[config.mk]
export PLATFORM = sky130hd
export DESIGN_NAME = fetch_controller_flat
export DESIGN_NICKNAME = d
export VERILOG_FILES = /design/src/rtl/fetch_pkg.sv /design/src/rtl/fetch_if.sv /design/src/rtl/fetch_next_pc.sv /design/src/rtl/fetch_controller.sv /design/src/flat_wrapper.sv
export SDC_FILE = /design/constraint.sdc
export NUM_CORES = 1
export LEC_CHECK = 0
export ABC_AREA = 1
export CAP_MARGIN = 20
export CORE_ASPECT_RATIO = 0.6
export CORE_MARGIN = 1
export CORE_UTILIZATION = 43
export DETAILED_ROUTE_END_ITERATION = 8
export PLACE_DENSITY_LB_ADDON = 0.1
export SYNTH_ARGS = -nofsm -noshare
export SYNTH_HDL_FRONTEND = slang
export SYNTH_SLANG_ARGS = --single-unit
[constraint.sdc]
create_clock -name clk -period 2.1 [get_ports clk]
set_input_delay 0.315 -clock clk [delete_from_list [all_inputs] [get_ports clk]]
set_output_delay 0.315 -clock clk [all_outputs]
set_load 0.005 [all_outputs]
[src/rtl/fetch_pkg.sv]
// Shared types and constants for the instruction-fetch controller.
// The optional FETCH_PERF_CNT_EN build uses sat_inc16 for its counters.
package fetch_pkg;

   localparam int FETCH_PC_W    = 8;
   localparam int FETCH_INSTR_W = 16;
   localparam int FETCH_PC_STEP = 4;

   // Value loaded into the IF/ID instruction register whenever its entry is squashed.
   localparam logic [FETCH_INSTR_W-1:0] NOP_INSTR = 16'h0000;

   typedef enum logic [1:0] {
      BOOT = 2'd0,
      RUN  = 2'd1,
      HALT = 2'd2
   } fetch_state_t;

   // The action chosen for this cycle, in priority order: branch, hold, halt, jump, sequential fetch.
   typedef enum logic [2:0] {
      SEL_HOLD = 3'd0,
      SEL_SEQ  = 3'd1,
      SEL_JMP  = 3'd2,
      SEL_BR   = 3'd3,
      SEL_HALT = 3'd4
   } fetch_sel_t;

   function automatic logic [15:0] sat_inc16(input logic [15:0] v);
      return (v == 16'hFFFF) ? v : v + 16'd1;
   endfunction

endpackage

[src/rtl/fetch_if.sv]
// Signal bundle between the fetch controller (master) and the surrounding pipeline and ROM (slave).
// The counter signals exist only when FETCH_PERF_CNT_EN is defined.
interface fetch_if import fetch_pkg::*; #(
   parameter int PC_W    = FETCH_PC_W,
   parameter int INSTR_W = FETCH_INSTR_W
);
   // instr_valid marks instr/instr_pc as a live IF/ID entry. stall acts as
   // not-ready from decode: while it is high the entry and pc are held unchanged.
   logic [INSTR_W-1:0] rdata;
   logic               stall;
   logic               jmp;
   logic [PC_W-1:0]    jmp_target;
   logic               br_taken;
   logic [PC_W-1:0]    br_target;
   logic               halt;
   logic               resume;
   logic [PC_W-1:0]    pc;
   logic [INSTR_W-1:0] instr;
   logic [PC_W-1:0]    instr_pc;
   logic               instr_valid;
   logic               flush_ex;
   logic               halted;
`ifdef FETCH_PERF_CNT_EN
   logic [15:0]        stall_cnt;
   logic [15:0]        redirect_cnt;
`endif

   modport master (
      input  rdata, stall, jmp, jmp_target, br_taken, br_target, halt, resume,
      output pc, instr, instr_pc, instr_valid, flush_ex, halted
`ifdef FETCH_PERF_CNT_EN
      , output stall_cnt, redirect_cnt
`endif
   );

   modport slave (
      output rdata, stall, jmp, jmp_target, br_taken, br_target, halt, resume,
      input  pc, instr, instr_pc, instr_valid, flush_ex, halted
`ifdef FETCH_PERF_CNT_EN
      , input stall_cnt, redirect_cnt
`endif
   );

endinterface

[src/rtl/fetch_next_pc.sv]
// Combinational priority mux: picks the next PC, the per-cycle action and the ID/EX flush
// from the controller state and the pipeline event inputs.
module fetch_next_pc import fetch_pkg::*; #(
   parameter int PC_W    = FETCH_PC_W,
   parameter int PC_STEP = FETCH_PC_STEP
) (
   input  fetch_state_t    state,
   input  logic [PC_W-1:0] pc,
   input  logic            instr_valid,
   input  logic            stall,
   input  logic            jmp,
   input  logic [PC_W-1:0] jmp_target,
   input  logic            br_taken,
   input  logic [PC_W-1:0] br_target,
   input  logic            halt,
   output logic [PC_W-1:0] pc_next,
   output fetch_sel_t      sel,
   output logic            flush_ex
);

   always_comb begin
      pc_next  = pc;
      sel      = SEL_HOLD;
      flush_ex = 1'b0;
      if (state == RUN) begin
         // A resolved branch beats everything: the decode-stage event belongs to a wrong-path instruction.
         if (br_taken) begin
            pc_next  = br_target;
            sel      = SEL_BR;
            flush_ex = 1'b1;
         end else if (stall) begin
            sel = SEL_HOLD;
         end else if (halt && instr_valid) begin
            sel = SEL_HALT;
         end else if (jmp && instr_valid) begin
            pc_next = jmp_target;
            sel     = SEL_JMP;
         end else begin
            pc_next = pc + PC_W'(PC_STEP);
            sel     = SEL_SEQ;
         end
      end
   end

endmodule

[src/rtl/fetch_controller.sv]
// Instruction-fetch sequencer: PC register, BOOT/RUN/HALT FSM and the IF/ID register.
// Optional FETCH_PERF_CNT_EN adds saturating stall and redirect counters.
module fetch_controller import fetch_pkg::*; #(
   parameter int PC_W     = FETCH_PC_W,
   parameter int INSTR_W  = FETCH_INSTR_W,
   parameter int PC_STEP  = FETCH_PC_STEP,
   parameter int RESET_PC = 0
) (
   input  logic         clk,
   input  logic         reset,
   fetch_if.master      bus,
   output fetch_state_t dbg_state
);

   fetch_state_t       state;
   fetch_state_t       state_next;
   fetch_sel_t         sel;
   logic [PC_W-1:0]    pc;
   logic [PC_W-1:0]    pc_next;
   logic [PC_W-1:0]    instr_pc;
   logic [INSTR_W-1:0] instr;
   logic               instr_valid;
   logic               flush_ex;

   fetch_next_pc #(
      .PC_W    (PC_W),
      .PC_STEP (PC_STEP)
   ) u_next_pc (
      .state       (state),
      .pc          (pc),
      .instr_valid (instr_valid),
      .stall       (bus.stall),
      .jmp         (bus.jmp),
      .jmp_target  (bus.jmp_target),
      .br_taken    (bus.br_taken),
      .br_target   (bus.br_target),
      .halt        (bus.halt),
      .pc_next     (pc_next),
      .sel         (sel),
      .flush_ex    (flush_ex)
   );

   always_comb begin
      state_next = state;
      case (state)
         BOOT:    state_next = RUN;
         RUN:     if (sel == SEL_HALT) state_next = HALT;
         HALT:    if (bus.resume) state_next = RUN;
         default: state_next = BOOT;
      endcase
   end

   always_ff @(posedge clk) begin
      if (!reset) begin
         state       <= BOOT;
         pc          <= PC_W'(RESET_PC);
         instr       <= '0;
         instr_pc    <= '0;
         instr_valid <= 1'b0;
      end else begin
         state <= state_next;
         pc    <= pc_next;
         case (sel)
            SEL_SEQ: begin
               instr       <= bus.rdata;
               instr_pc    <= pc;
               instr_valid <= 1'b1;
            end
            // Squash: instr_pc is left as-is, only the entry's validity and payload are cleared.
            SEL_JMP, SEL_BR, SEL_HALT: begin
               instr       <= INSTR_W'(NOP_INSTR);
               instr_valid <= 1'b0;
            end
            default: ;
         endcase
      end
   end

`ifdef FETCH_PERF_CNT_EN
   logic [15:0] stall_cnt;
   logic [15:0] redirect_cnt;

   always_ff @(posedge clk) begin
      if (!reset) begin
         stall_cnt    <= '0;
         redirect_cnt <= '0;
      end else begin
         if (state == RUN && bus.stall && !bus.br_taken) stall_cnt <= sat_inc16(stall_cnt);
         if (sel == SEL_BR || sel == SEL_JMP) redirect_cnt <= sat_inc16(redirect_cnt);
      end
   end

   assign bus.stall_cnt    = stall_cnt;
   assign bus.redirect_cnt = redirect_cnt;
`endif

   assign bus.pc          = pc;
   assign bus.instr       = instr;
   assign bus.instr_pc    = instr_pc;
   assign bus.instr_valid = instr_valid;
   assign bus.flush_ex    = flush_ex;
   assign bus.halted      = (state == HALT);
   assign dbg_state       = state;

endmodule

[src/flat_wrapper.sv]
// flat-port wrapper written by rule: the top's interface ports become plain ports
module fetch_controller_flat import fetch_pkg::*;
#(
   parameter int PC_W     = FETCH_PC_W,
   parameter int INSTR_W  = FETCH_INSTR_W,
   parameter int PC_STEP  = FETCH_PC_STEP,
   parameter int RESET_PC = 0
)
  (clk, reset, dbg_state, bus_rdata, bus_stall, bus_jmp, bus_jmp_target, bus_br_taken, bus_br_target, bus_halt, bus_resume, bus_pc, bus_instr, bus_instr_pc, bus_instr_valid, bus_flush_ex, bus_halted);
  fetch_if #(.PC_W(PC_W), .INSTR_W(INSTR_W)) bus_i ();
  input  logic clk;
  input  logic reset;
  output fetch_state_t dbg_state;
  input wire logic [$bits(bus_i.rdata)-1:0] bus_rdata;
  input wire logic [$bits(bus_i.stall)-1:0] bus_stall;
  input wire logic [$bits(bus_i.jmp)-1:0] bus_jmp;
  input wire logic [$bits(bus_i.jmp_target)-1:0] bus_jmp_target;
  input wire logic [$bits(bus_i.br_taken)-1:0] bus_br_taken;
  input wire logic [$bits(bus_i.br_target)-1:0] bus_br_target;
  input wire logic [$bits(bus_i.halt)-1:0] bus_halt;
  input wire logic [$bits(bus_i.resume)-1:0] bus_resume;
  output wire logic [$bits(bus_i.pc)-1:0] bus_pc;
  output wire logic [$bits(bus_i.instr)-1:0] bus_instr;
  output wire logic [$bits(bus_i.instr_pc)-1:0] bus_instr_pc;
  output wire logic [$bits(bus_i.instr_valid)-1:0] bus_instr_valid;
  output wire logic [$bits(bus_i.flush_ex)-1:0] bus_flush_ex;
  output wire logic [$bits(bus_i.halted)-1:0] bus_halted;
  assign bus_i.rdata = bus_rdata;
  assign bus_i.stall = bus_stall;
  assign bus_i.jmp = bus_jmp;
  assign bus_i.jmp_target = bus_jmp_target;
  assign bus_i.br_taken = bus_br_taken;
  assign bus_i.br_target = bus_br_target;
  assign bus_i.halt = bus_halt;
  assign bus_i.resume = bus_resume;
  assign bus_pc = bus_i.pc;
  assign bus_instr = bus_i.instr;
  assign bus_instr_pc = bus_i.instr_pc;
  assign bus_instr_valid = bus_i.instr_valid;
  assign bus_flush_ex = bus_i.flush_ex;
  assign bus_halted = bus_i.halted;
  fetch_controller #(.PC_W(PC_W), .INSTR_W(INSTR_W), .PC_STEP(PC_STEP), .RESET_PC(RESET_PC)) u_core (.clk(clk), .reset(reset), .bus(bus_i), .dbg_state(dbg_state));
endmodule
; Word level (Yosys, flattened, before mapping)
; Index checks and enable logic that the tools add are counted.
[totals]
reg_bits = 35
input_bits = 39
out_inout_bits = 37
word_cells = 39
[op_classes]
eq_ne = 10
n_reduce_logical = 7
n_mux = 16
add_sub_neg = 1
[op_table]
columns = operator, count
row1 = $mux W8, 4
row2 = $pmux W16 S2, 1
row3 = $mux W3, 4
row4 = $add A8 B3 Y8 const B, 1
row5 = $eq A3 B2 Y1 const B, 2
row6 = $mux W2, 3
row7 = $pmux W2 S3, 1
row8 = $ne A2 B1 Y1 const B, 2
row9 = $ne A2 B2 Y1 const B, 2
row10 = $eq A3 B1 Y1 const B, 1
row11 = $eq A3 B3 Y1 const B, 1
row12 = $reduce_and A3 Y1, 1
row13 = $reduce_or A3 Y1, 1
row14 = $eq A2 B1 Y1 const B, 1
row15 = $eq A2 B2 Y1 const B, 1
row16 = $logic_and A1 B1 Y1, 2
row17 = $logic_not A2 Y1, 1
row18 = $mux W1, 2
row19 = $pmux W1 S2, 1
row20 = $reduce_and A2 Y1, 1
row21 = $reduce_bool A2 Y1, 1

; Depth between registers and ports, before layout
; Gate-level depths: netlist (run 1).
[depth]
ltp_word = 9
ltp_mapped = 9
ltp_nobuf = 9

; Hierarchy
; A second synthesis (run 1) with hierarchy kept.
[unflattened]
hier_cells = 247
area_unflattened_um2 = 1801.7
[by_module_without_submodules]
columns = module, area_each_um2, seq_area_each_um2, cells_each, instances
row1 = fetch_controller, 1281.2, 700.7, 149, 1
row2 = fetch_next_pc, 520.5, 0.0, 98, 1

; Worst setup path before layout (run 1)
; Ideal clock, no wire load.
[synth_path]
path_type = reg-to-reg
from = register u_core.state[0] (netlist: u_core.dbg_state[0])
to = register u_core.instr_pc[1] (netlist: u_core.bus.instr_pc[1])
t_required_ns = 1.984
setup_slack_ns = 0.912
setup_ns = 0.116
path_buffers = 1
period_less_slack_ns = 1.188
path_stages_with_launch = 9
t_arrival_ns = 1.072
path_cell_list = dfxtp_1 > nand2_2 > nor2_4 > inv_2 > nand2_4 > nor2_8 > buf_6 > o21ai_0 > nor2_1
[synth_via]
elab_chain_len = 3
[synth_lines]
columns = item, line
row1 = start: declaration, fetch_controller.sv:15  ; fetch_state_t state;
row2 = start signal: assignment, fetch_controller.sv:61  ; state <= state_next;
row3 = $eq A2 B1 Y1, fetch_next_pc.sv:25  ; if (state == RUN) begin
row4 = $mux W3, fetch_next_pc.sv:25
row5 = $eq A3 B1 Y1, fetch_controller.sv:63  ; case (sel)
row6 = end signal: assignment, fetch_controller.sv:66  ; instr_pc <= pc;
row7 = end: declaration, fetch_controller.sv:20  ; logic [PC_W-1:0] instr_pc;
; Every way passes these cells.
; A chain may end at the register's enable or synchronous reset.

; Final worst setup path (run 1)
[layout_path]
from = input port bus_br_taken
to = output port bus_flush_ex
[layout_via]
elab_chain_len = 2
[layout_lines]
columns = item, line
row1 = start: declaration, flat_wrapper.sv:18  ; input wire logic [$bits(bus_i.br_taken)-1:0] bus_br_taken;
row2 = $mux W1, fetch_next_pc.sv:27  ; if (br_taken) begin
row3 = $mux W1, fetch_next_pc.sv:25
row4 = end: declaration, flat_wrapper.sv:26  ; output wire logic [$bits(bus_i.flush_ex)-1:0] bus_flush_ex;
; Every way passes these cells.

==> key figures, run 1 <==
Routing
  – DRT antenna net count: 0
  – Drt via density: between 4 and 5
  – DRC violations left: 0
  – First-pass iteration count of the detailed router: 4
  – Wire length per cell after detailed routing: 12.0 µm
  – Routed WL: 4.13 mm
  – Count of vias placed by the detailed router: 1653
  – DRT iter0 DRCs: 79

Power
  – Pwr dens: 617 nW/µm²
  – Combinational share of power: 20.9%
  – Leakage component of the power: 0.000976 µW
  – Switching portion of total power: 26.2%
  – Cell-internal power: roughly 1100 µW
  – Switching component of the power: 394 µW
  – Largest voltage drop on the vdd net: 0.475 mV
  – Clk pwr share: approximately 30%
  – Power share of the sequential group: about half

STA
  – Final worst path period need: about 1900 ps
  – Total negative slack for setup checks: 0 ps
  – Clock Skew: 5.97 ps
  – Setup repair after global routing missed its margin: false
  – Transition at the pin with the smallest max-transition slack: 379 ps
  – Highest attainable clock frequency: 0.537 GHz
  – Final Hold Violating Endpoints: 0
  – Share of the clock period used by the worst path after layout: 88.7%
  – Final Max Slew Viols: 0
  – Setup ws final: 238 ps
  – Number of setup violations in the final report: 0
  – Worst slew slack as a fraction of its limit: 74.6%

Worst setup path
  – Critical path type: in2out
  – Critical path's largest stage delay: 540 ps
  – CP Cell Sequence: clkdlybuf4s50_1, inv_2, nor2_4, clkdlybuf4s50_1
  – CP max stage cell: clkdlybuf4s50_1
  – Data arrival time of the worst path: 1550 ps
  – Critical path peak fanout: 4
  – Combined buffer and inverter count along the critical path: 3
  – Capturing element type of the critical path: primary output
  – Cell mode on critical path: clkdlybuf4s50_1
  – Worst Setup Start Kind: input port
  – Critical path's top delay family: buffers and inverters
  – Data required, critical path: 1780 ps

Place
  – Placed standard-cell area: around 2400 µm²
  – RePlAce Congestion: roughly 0.85
  – Buffers on Ports: 75
  – HPWL Detailed: 3.16 mm
  – Placed Instances: 335
  – Setup slack after placement: 234 ps

Synthesis
  – Number of cells produced by synthesis: 218
  – Fraction of synthesized area in multiplexers: 0%
  – Yosys Warn Count: 0
  – Area share of the largest cell type after synthesis: 44.8%
  – Flip-flop and latch count after synthesis: 35
  – XOR/XNOR Fraction of Synth Area: 1.12%
  – Mean cell area of the mapped netlist: ~7.2 µm²
  – Fraction of the mapped netlist area in compound gates: 16.3%
  – Simple-gate area share of the yosys netlist: between 30% and 40%
  – Adder and majority gate portion of the synthesized area: 0.799%
  – Area of the mapped netlist: 1570 µm²
  – Syn Nets: 258
  – Fraction of registers with async set/reset: 0%
  – Sequential area share after synthesis: 44.8%
  – Synth cell types: 20
  – Synth top cells by count: nand2_1, dfxtp_1, a21oi_1
  – Most used DFF post-synth: dfxtp_1
  – Number of enable-type register cells in the synthesized netlist: 0
  – Cell taking the most area after synthesis: dfxtp_1
  – Main combinational cell family by area after synthesis: simple AND/OR/NAND/NOR gates
  – Cell with the most instances after synthesis: nand2_1
  – Leading cell types by total area after synthesis: dfxtp_1, nand2_1, a21oi_1, nor2_1, o21ai_0

Global routing
  – GRT Overall Usage: 21.8%
  – First-pass GRT wire length: roughly 6.5 mm
  – Vias in the first global route: 1387
  – Overall overflow remaining after global route: 0
  – Initial antenna violation count: 0
  – Pin count of the biggest net entering global routing: 25

Finish
  – Register area: between 700 and 800 µm²
  – Number of diodes: 0
  – Synthesis-to-finish area growth: 55.9%
  – Footprint of the multi-input gates: 761 µm²
  – Total number of nets in the final design: 337
  – Proportion of layout cells with a drive suffix above 1: between 7 and 8%
  – Cell area after layout: 2440 µm²
  – Fill cells: approximately 300
  – Layout Cells excl Fill: 343

CTS
  – Number of clock sinks: 35
  – H-tree depth: 2
  – Worst-Skew Late Latency: about 280 ps
  – Clock tree from TritonCTS: built
  – CTS buffer count: 5
  – Number of buffers added for setup after CTS: 0
  – Post_cts resized: 0
  – Hold buffer count at CTS: 0
  – Library cell used as clock root buffer: clkbuf_8
  – Clock buffer depth: 2
  – Clock-pin slew on the worst setup and hold paths: 70 ps

Floorplanning
  – Area of the die: 3890 µm²
  – Chip width: ~80 µm
  – Initial standard-cell utilization of the core: between 40% and 50%
  – Core area: approximately 3400 µm²
  – Number of placement rows: 16
  – Die Ht: 48.7 µm
  – Number of primary I/O pins: 76

Flow run
  – Count of max-cap constraint violations: 0

Hold path
  – Type of the most critical hold path: reg2reg

Outcome
  – Result of the run: finished, final reports clean
[per-layer routing]
layer / track usage [%] / up-vias / share of wire [%]
li1: - / 853 / -
met1: 32.8 / 743 / 52
met2: 30.3 / 55 / 40
met3: 7.17 / 2 / 8.2
met4: 3.57 / 0 / 0.39
met5: 0 / - / 0
[final timing paths]
check | from | end | cells past startpoint | slack [ps]
hold reg to reg | u_core.bus.instr[14] | u_core.bus.instr[14] | 2 | 470
hold / removal | u_core.bus.instr[14] | u_core.bus.instr[14] | 2 | 470
setup / recovery | bus_br_taken | bus_flush_ex | 4 | 240
setup reg to reg | u_core.dbg_state[0] | u_core.bus.instr[13] | 7 | 650
[worst register-to-register path, cell delays in order (launching register included)]
cell     delay, ps
dfxtp_1        400
nand2_2        120
nor2_4         120
nand2_4         90
nor2_8         230
buf_4          220
nand2_1         60
a21oi_1        150
[kinds of logic after synthesis]
family | count (synthesis)
simple gates | 108
compound gates | 49
flops | 35
buf+inv | 23
xor+xnor | 2
fa+ha+maj | 1
[metrics by stage]
| stage | hold slack (ps) | util, % | total power, µW |
|---|---|---|---|
| 2_1_floorplan | 453 | - | 879 |
| 3_3_place_gp | 452 | 70.1 | 1060 |
| 3_5_place_dp | 456 | 70.1 | 1060 |
| 4_1_cts | 465 | 72.5 | 1510 |
| 5_1_grt | 489 | 72.5 | 1580 |
| 6_report | 466 | 72.5 | 1500 |
[final cells by class]
cell class	count	area share, %
Timing Repair Buffer	79	32.0
Multi-Input combinational cell	160	31.2
Sequential cell	35	28.7
Clock buffer	7	3.13
Inverter	16	2.46
Tap cell	45	2.31
Clock inverter	1	0.205
[state kept, by name, indices dropped and copies added (netlist names)]
register,flops
u_core.bus.instr,16
u_core.bus.instr_valid,1
u_core.dbg_state,2
u_core.bus.pc,8
u_core.bus.instr_pc,8
[layout by cell type, fill, tap and decap left out, types with 4 or more instances in the layout]
cell / synthesis / layout
nand2_1: 70 / 70
clkdlybuf4s50_1: 0 / 75
clkbuf_8: 0 / 5
dfxtp_1: 35 / 35
a21oi_1: 30 / 30
inv_1: 14 / 14
nor2_1: 22 / 22
o21ai_0: 15 / 15
buf_4: 0 / 4
nand3_1: 7 / 7
[power by group through the flow]
stage               combinational (µW)  clock, µW  sequential, µW
floorplan                          133          0             746
global placement                   312          0             747
detailed placement                 314          0             748
CTS                                317        464             733
global route                       347        492             738
finish                             315        456             734
(Power assumes the default switching activity.)
==> run 2, diff against run 1 <==
CTS_CLUSTER_SIZE = 14   (was default)
==> results of run 2 <==
No change in the layout: final DEF, timing and power equal those of run 1.
